`src/rtl/spi_slave_core.sv`:
```
// SPI responder core: oversamples SCLK/SS_N/MOSI in the clk domain and exchanges one byte
// per eight SCLK cycles in any CPOL/CPHA mode, with one-byte RX/TX buffers and an RX interrupt.
module spi_slave_core #(
    parameter int SYNC = 2
) (
    input  logic        clk,
    input  logic        reset,
    input  logic        cs,
    input  logic        read,
    input  logic        write,
    input  logic [4:0]  addr,
    input  logic [31:0] wr_data,
    output logic [31:0] rd_data,
    input  logic        spi_sclk,
    input  logic        spi_ss_n,
    input  logic        spi_mosi,
    output logic        spi_miso,
    output logic        spi_miso_oe,
    output logic        irq
);

    logic [SYNC-1:0] sclk_sync_p, ss_sync_p, mosi_sync_p;
    logic            sclk_prev, ss_prev;
    logic            sclk_sync, ss_sync, mosi_sync;

    logic       cpol, cpha, irq_en;
    logic [7:0] rx_data, rx_sreg, tx_buf, tx_sreg;
    logic       rx_valid, rx_ovr, tx_udr, tx_full, pending_load;
    logic [2:0] bit_cnt;

    logic wr_en, pop;
    logic rise, fall, sample_edge, shift_edge;
    logic ss_fall, ss_rise, complete, do_load;

    assign sclk_sync = sclk_sync_p[SYNC-1];
    assign ss_sync   = ss_sync_p[SYNC-1];
    assign mosi_sync = mosi_sync_p[SYNC-1];

    // Input synchronizers; ss_n idles high so the core starts deselected
    always_ff @(posedge clk or posedge reset) begin
        if (reset) begin
            sclk_sync_p <= '0;
            ss_sync_p   <= '1;
            mosi_sync_p <= '0;
            sclk_prev   <= 1'b0;
            ss_prev     <= 1'b1;
        end else begin
            sclk_sync_p <= {sclk_sync_p[SYNC-2:0], spi_sclk};
            ss_sync_p   <= {ss_sync_p[SYNC-2:0], spi_ss_n};
            mosi_sync_p <= {mosi_sync_p[SYNC-2:0], spi_mosi};
            sclk_prev   <= sclk_sync;
            ss_prev     <= ss_sync;
        end
    end

    assign wr_en = cs & write;
    assign pop   = cs & read & (addr[1:0] == 2'b00);

    assign rise        = sclk_sync & ~sclk_prev & ~ss_sync;
    assign fall        = ~sclk_sync & sclk_prev & ~ss_sync;
    assign sample_edge = (cpol == cpha) ? rise : fall;
    assign shift_edge  = (cpol == cpha) ? fall : rise;
    assign ss_fall     = ss_prev & ~ss_sync;
    assign ss_rise     = ~ss_prev & ss_sync;
    assign complete    = sample_edge & (bit_cnt == 3'd7);
    // cpha=0 presents the MSB at select; cpha=1 defers the load to the first shift edge
    assign do_load     = (ss_fall & ~cpha) | (shift_edge & pending_load & ~ss_fall & ~ss_rise);

    always_ff @(posedge clk or posedge reset) begin
        if (reset) begin
            cpol         <= 1'b0;
            cpha         <= 1'b0;
            irq_en       <= 1'b0;
            rx_data      <= 8'h00;
            rx_sreg      <= 8'h00;
            rx_valid     <= 1'b0;
            rx_ovr       <= 1'b0;
            tx_udr       <= 1'b0;
            tx_full      <= 1'b0;
            tx_buf       <= 8'h00;
            tx_sreg      <= 8'h00;
            bit_cnt      <= 3'd0;
            pending_load <= 1'b0;
            irq          <= 1'b0;
        end else begin
            if (wr_en && addr[1:0] == 2'b10) begin
                cpol   <= wr_data[0];
                cpha   <= wr_data[1];
                irq_en <= wr_data[2];
            end
            if (wr_en && addr[1:0] == 2'b11) begin
                rx_ovr <= 1'b0;
                tx_udr <= 1'b0;
            end

            if (ss_fall) begin
                bit_cnt      <= 3'd0;
                pending_load <= cpha;
            end else if (ss_rise) begin
                bit_cnt      <= 3'd0;
                pending_load <= 1'b0;
            end else begin
                if (sample_edge) begin
                    rx_sreg <= {rx_sreg[6:0], mosi_sync};
                    bit_cnt <= bit_cnt + 3'd1;
                    if (complete)
                        pending_load <= 1'b1;
                end
                if (shift_edge) begin
                    if (pending_load)
                        pending_load <= 1'b0;
                    else
                        tx_sreg <= {tx_sreg[6:0], 1'b0};
                end
            end

            // An empty buffer at load time shifts out zeros and flags underrun
            if (do_load) begin
                if (tx_full) begin
                    tx_sreg <= tx_buf;
                    tx_full <= 1'b0;
                end else begin
                    tx_sreg <= 8'h00;
                    tx_udr  <= 1'b1;
                end
            end
            if (wr_en && addr[1:0] == 2'b01) begin
                tx_buf  <= wr_data[7:0];
                tx_full <= 1'b1;
            end

            if (complete && !ss_fall && !ss_rise) begin
                rx_data  <= {rx_sreg[6:0], mosi_sync};
                rx_valid <= 1'b1;
                if (rx_valid && !pop)
                    rx_ovr <= 1'b1;
            end else if (pop) begin
                rx_valid <= 1'b0;
            end

            irq <= irq_en & rx_valid;
        end
    end

    assign spi_miso    = ~ss_sync & tx_sreg[7];
    assign spi_miso_oe = ~ss_sync;

    always_comb begin
        rd_data = 32'h0;
        case (addr[1:0])
            2'b00:   rd_data = {22'b0, rx_ovr, rx_valid, rx_data};
            2'b01:   rd_data = {30'b0, tx_udr, tx_full};
            2'b10:   rd_data = {29'b0, irq_en, cpha, cpol};
            default: rd_data = {31'b0, ~ss_sync};
        endcase
    end

endmodule

```
`config.mk`:
```
export PLATFORM = sky130hd
export DESIGN_NAME = spi_slave_core
export DESIGN_NICKNAME = d
export VERILOG_FILES = /design/src/rtl/spi_slave_core.sv
export SDC_FILE = /design/constraint.sdc
export NUM_CORES = 1
export LEC_CHECK = 0
export ABC_CLOCK_PERIOD_IN_PS = 5300
export CAP_MARGIN = 10
export CORE_UTILIZATION = 50
export CTS_CLUSTER_DIAMETER = 80
export DETAILED_ROUTE_END_ITERATION = 12
export PLACE_DENSITY = 0.85
export SETUP_SLACK_MARGIN = 0.3
export SKIP_LAST_GASP = 1
export SLEW_MARGIN = 20
export SYNTH_ARGS = -nofsm -noshare
export SYNTH_HDL_FRONTEND = slang
export SYNTH_SLANG_ARGS = --single-unit
export TNS_END_PERCENT = 100
```
`constraint.sdc`:
```
create_clock -name clk -period 5.3 [get_ports clk]
set_input_delay 1.06 -clock clk [delete_from_list [all_inputs] [get_ports clk]]
set_output_delay 1.06 -clock clk [all_outputs]
set_load 0.03 [all_outputs]
```
# Word-level counts from Yosys, hierarchy flattened
# Cells that the tools add are included.
word_totals:
  register_bits: 51
  inputBits: 45
  latchBits: 0
  romBits: 0
  mem_count: 0
  out_inout_bits: 35
  ramBits: 0
op_classes:
  div: 0
  reduce_logical: 16
  muxes: 28
  n_shift: 0
  n_eq_ne: 8
  add_sub_neg: 1
  multipliers: 0
  order_cmp: 0
  n_bitwise: 24
ops:
  columns: ["op", "count"]
  rows:
  - ["two-way mux 8 bit", 6]
  - ["case mux 10 bit (3 select lines)", 1]
  - ["two-way mux 1 bit", 18]
  - ["bitwise AND 1 bit", 16]
  - ["two-way mux 3 bit", 3]
  - ["inverter 1 bit", 7]
  - ["logical AND 1 bit", 6]
  - ["!= test 2 x 1 -> 1 bit, second input constant", 3]
  - ["nonzero test 2 bit", 3]
  - ["== test 2 bit, second input constant", 2]
  - ["AND reduction 4 bit", 1]
  - ["adder 3 x 1 -> 3 bit, second input constant", 1]
  - ["== test 3 bit, second input constant", 1]
  - ["logical NOT 1 bit", 3]
  - ["AND reduction 3 bit", 1]
  - ["nonzero test 3 bit", 1]
  - ["== test 2 x 1 -> 1 bit, second input constant", 1]
  - ["logical NOT 2 bit", 1]
  - ["== test 1 bit", 1]
  - ["bitwise OR 1 bit", 1]

# Logic depth before layout (Yosys ltp)
depth:
  word_depth: 11
  ltp_mapped: 6

# Least setup slack after synthesis
# Ideal clock, no wire load.
synth_path:
  path_kind: "input port to output port"
  from: "in addr[0]"
  to: "out rd_data[1]"
  t_required_ns: 4.240
  stages: 3
  slack_ns: 2.181
  t_arrival_ns: 2.059
  cell_sequence: "clkbuf_1 mux2i_1 o21ai_0"
synth_between:
  elab_chain_len: 2
synth_rtl:
  columns: ["element", "line_no", "source"]
  rows:
  - ["from (decl)", "11", "input logic [4:0] addr,"]
  - ["== test 2 bit (tied with other cells)", "150", "case (addr[1:0])"]
  - ["case mux 10 bit (3 select lines) *", "150", null]
  - ["to (decl)", "13", "output logic [31:0] rd_data,"]
# Every way passes the cells marked *; elsewhere a longest branch is shown, timed or not.

# Worst setup path after layout
layout_path:
  from: "in addr[0]"
  to: "out rd_data[5]"
# Same word-level chain as after synthesis.

==> results.sh <==
export IMPL_status="complete, no violations"
export IMPL_syn_area_per_cell_um2=11.95
export IMPL_ff2ff_path_depth=4
export IMPL_fin_nets=286
export IMPL_whs_path_depth=0
export IMPL_htreeDepth=2
export IMPL_internal_power_uw=674.6
export IMPL_yosys_register_bits=51
export IMPL_syn_inst=210
export IMPL_report_final_slew_viol_count=0
export IMPL_wl_per_cell_um=15.11
export IMPL_skew_ns=0.004390
export IMPL_io_buffer_count=30
export IMPL_post_cts_resized=0
export IMPL_cts_tree="yes"
export IMPL_yosysSeqAreaShare_pct=51.02
export IMPL_hold_end="mosi_sync_p[1]"
export IMPL_period_needed_ns=4.021
export IMPL_postCtsSetupRepairBufs=0
export IMPL_layout_setup_ws_ns=1.279
export IMPL_post_place_ws_ns=1.281
export IMPL_first_global_vias=1672
export IMPL_max_cap_violations=0
export IMPL_swShare_pct=30.47
export IMPL_core_um2=4786
export IMPL_hold_start="mosi_sync_p[0]"
export IMPL_reg2reg_slack_ns=3.10
export IMPL_layout_drive_gt1_share_pct=17.50
export IMPL_power_uw=970.2
export IMPL_ys_top_cells_by_count="48 x dfrtp_1, 27 x mux2_2, 22 x buf_4"
export IMPL_dieArea_um2=5304
export IMPL_grt_pass1_wl_um=8114
export IMPL_cts_buffer_depth=2
export IMPL_worstReg2RegStart="ss_sync_p[1]"
export IMPL_yosysUniqueCellTypes=44
export IMPL_synth_ff_type="dfrtp_1"
export IMPL_cts_sinks=51
export IMPL_arrival_ns=2.96
export IMPL_dpl_hpwl_um=3290
export IMPL_yosysTopAreaCellShare_pct=47.88
export IMPL_clk_pin_slew_ns=0.08
export IMPL_tns_ns=0
export IMPL_synth_edf_count=0
export IMPL_syn_to_final_growth_pct=13.62
export IMPL_p_leak_nw=1.309
export IMPL_drtAntennaViolNets=0
export IMPL_critPathLaunchType="input pin"
export IMPL_slew_headroom_pct=43.65
export IMPL_drt_first_pass_iters=4
export IMPL_start_util_pct=52.42
export IMPL_dp_cells=299
export IMPL_fmax_mhz=248.7
export IMPL_worstSkewPairLatency_ns=0.30
export IMPL_vias=1709
export IMPL_num_rows=25
export IMPL_cts_root_buf="clkbuf_8"
export IMPL_p_comb_share_pct=22.5
export IMPL_final_cells=307
export IMPL_worst_pin_slew_ns=0.8453
export IMPL_holdBufCountCts=0
export IMPL_rsz0062_at_grt="no"
export IMPL_grt_total_usage_pct=20.59
export IMPL_synthTopCellsByArea="dfrtp_1 48%, mux2_2 12%, buf_4 6.6%"
export IMPL_die_x_um=72.83
export IMPL_antenna_found_initial=0
export IMPL_postSynth_asyncResetShare_pct=100.0
export IMPL_period_share_pct=75.88
export IMPL_syn_area_um2=2509
export IMPL_pwr_share_clk_pct=23.4
export IMPL_vias_per_cell=5.567
export IMPL_gr_total_overflow=0
export IMPL_num_antenna_cells=0
export IMPL_io_pins=80
export IMPL_drt_total_wl_um=4640
export IMPL_critical_path_required_ns=4.24
export IMPL_yosysWarnings=0
export IMPL_worst_path_max_fanout=8
export IMPL_setup_viol=0
export IMPL_synth_most_common_cell="dfrtp_1"
export IMPL_hold_viol=0
export IMPL_cp_end_kind="output port"
export IMPL_drt_iter0_markers=94
export IMPL_power_frac_seq_pct=54.1
export IMPL_die_h_um=72.83
export IMPL_irDropWorstVdd_mv=0.3191
export IMPL_place_area_um2=2758
export IMPL_numCtsBuffers=5
export IMPL_hp_class="reg2reg"
export IMPL_drc=0
export IMPL_r2r_end="tx_sreg[0]"
export IMPL_p_switching_uw=295.7
export IMPL_gp_congestion=0.8420
export IMPL_final_cell_area_um2=2850
export IMPL_synth_top_cell_by_area="dfrtp_1"
export IMPL_power_density_nw_per_um2=340.4
export IMPL_critPathKind="in2out"
export IMPL_grt_max_degree=52
worst max path at each step:
stage               startpoint          to  slack (ns)
floorplan              addr[0]  rd_data[1]        2.18
global placement       addr[0]  rd_data[9]        1.33
detailed placement     addr[0]  rd_data[5]        1.28
CTS                    addr[0]  rd_data[5]        1.26
global route           addr[0]  rd_data[5]        1.16
finish                 addr[0]  rd_data[5]        1.28
worst max-delay path, cell delays in order:
cell	delay, ns
clkdlybuf4s50_1	0.56
nor2_1	0.44
and2_1	0.21
clkdlybuf4s50_1	0.69
logic make-up (layout without fill, tap and decap cells):
logic type      Yosys count  count (layout)  share of synthesized area [%]
simple gates             53              53                          12.42
flops                    51              51                          51.02
compound gates           32              32                          9.077
xor+xnor                  3               3                          1.048
other cells               1              22                         0.1495
fa+ha+maj                 2               2                         0.9973
mux                      35              35                          16.16
buf+inv                  33              42                          9.127
per-layer routing:
metal / vias to the layer above / share of wire, % / global-route usage [%]
li1: 776 / - / -
met1: 854 / 41 / 26.03
met2: 71 / 52 / 35.20
met3: 8 / 5.5 / 4.282
met4: 0 / 1.5 / 7.190
met5: - / 0 / 0
state kept, by name (all words and copies together) (netlist names), 2 cells and up:
register / flops
ss_sync_p: 2
bit_cnt: 3
tx_sreg: 8
rx_sreg: 7
rx_data: 8
tx_buf: 8
mosi_sync_p: 2
sclk_sync_p: 2
power groups by stage:
stage	Combinational, mW	Sequential, mW	Clock, mW
2_1_floorplan	0.201	0.501	0
3_3_place_gp	0.209	0.525	0
3_5_place_dp	0.219	0.530	0
4_1_cts	0.220	0.524	0.231
5_1_grt	0.241	0.535	0.247
6_report	0.219	0.524	0.227
stage by stage:
step,hold WS (ns),utilization [%]
2_1_floorplan,0.3312,-
3_3_place_gp,0.3335,57.62
4_1_cts,0.3559,59.53
3_5_place_dp,0.3364,57.62
5_1_grt,0.3633,59.56
6_report,0.3540,59.56
layout by cell type, fill, tap and decap left out, drive strengths merged, types with 2 or more instances in the layout:
master | synthesis | layout
ha | 2 | 2
o31ai | 7 | 7
clkdlybuf4s50 | 0 | 30
clkbuf | 3 | 7
o21ai | 6 | 6
dfrtp | 48 | 48
nor2b | 3 | 3
xor2 | 2 | 2
nor4 | 7 | 7
conb | 1 | 22
nand3 | 12 | 12
dfstp | 3 | 3
clkinv | 1 | 3
mux2i | 6 | 6
nor2 | 4 | 4
inv | 3 | 2
a21oi | 5 | 5
nand2 | 7 | 7
a22oi | 7 | 7
and2 | 9 | 9
mux2 | 28 | 28
final cells by class:
type / count / area [µm²]
Clock buffer: 7 / 86.33
Clock inverter: 1 / 5.005
Fill cell: 406 / 1936
Inverter: 4 / 16.27
Multi-Input combinational cell: 147 / 1079
Sequential cell: 51 / 1280
Tap cell: 67 / 83.83
Timing Repair Buffer: 30 / 300.3
No activity file was read; power rests on OpenSTA's default activity.
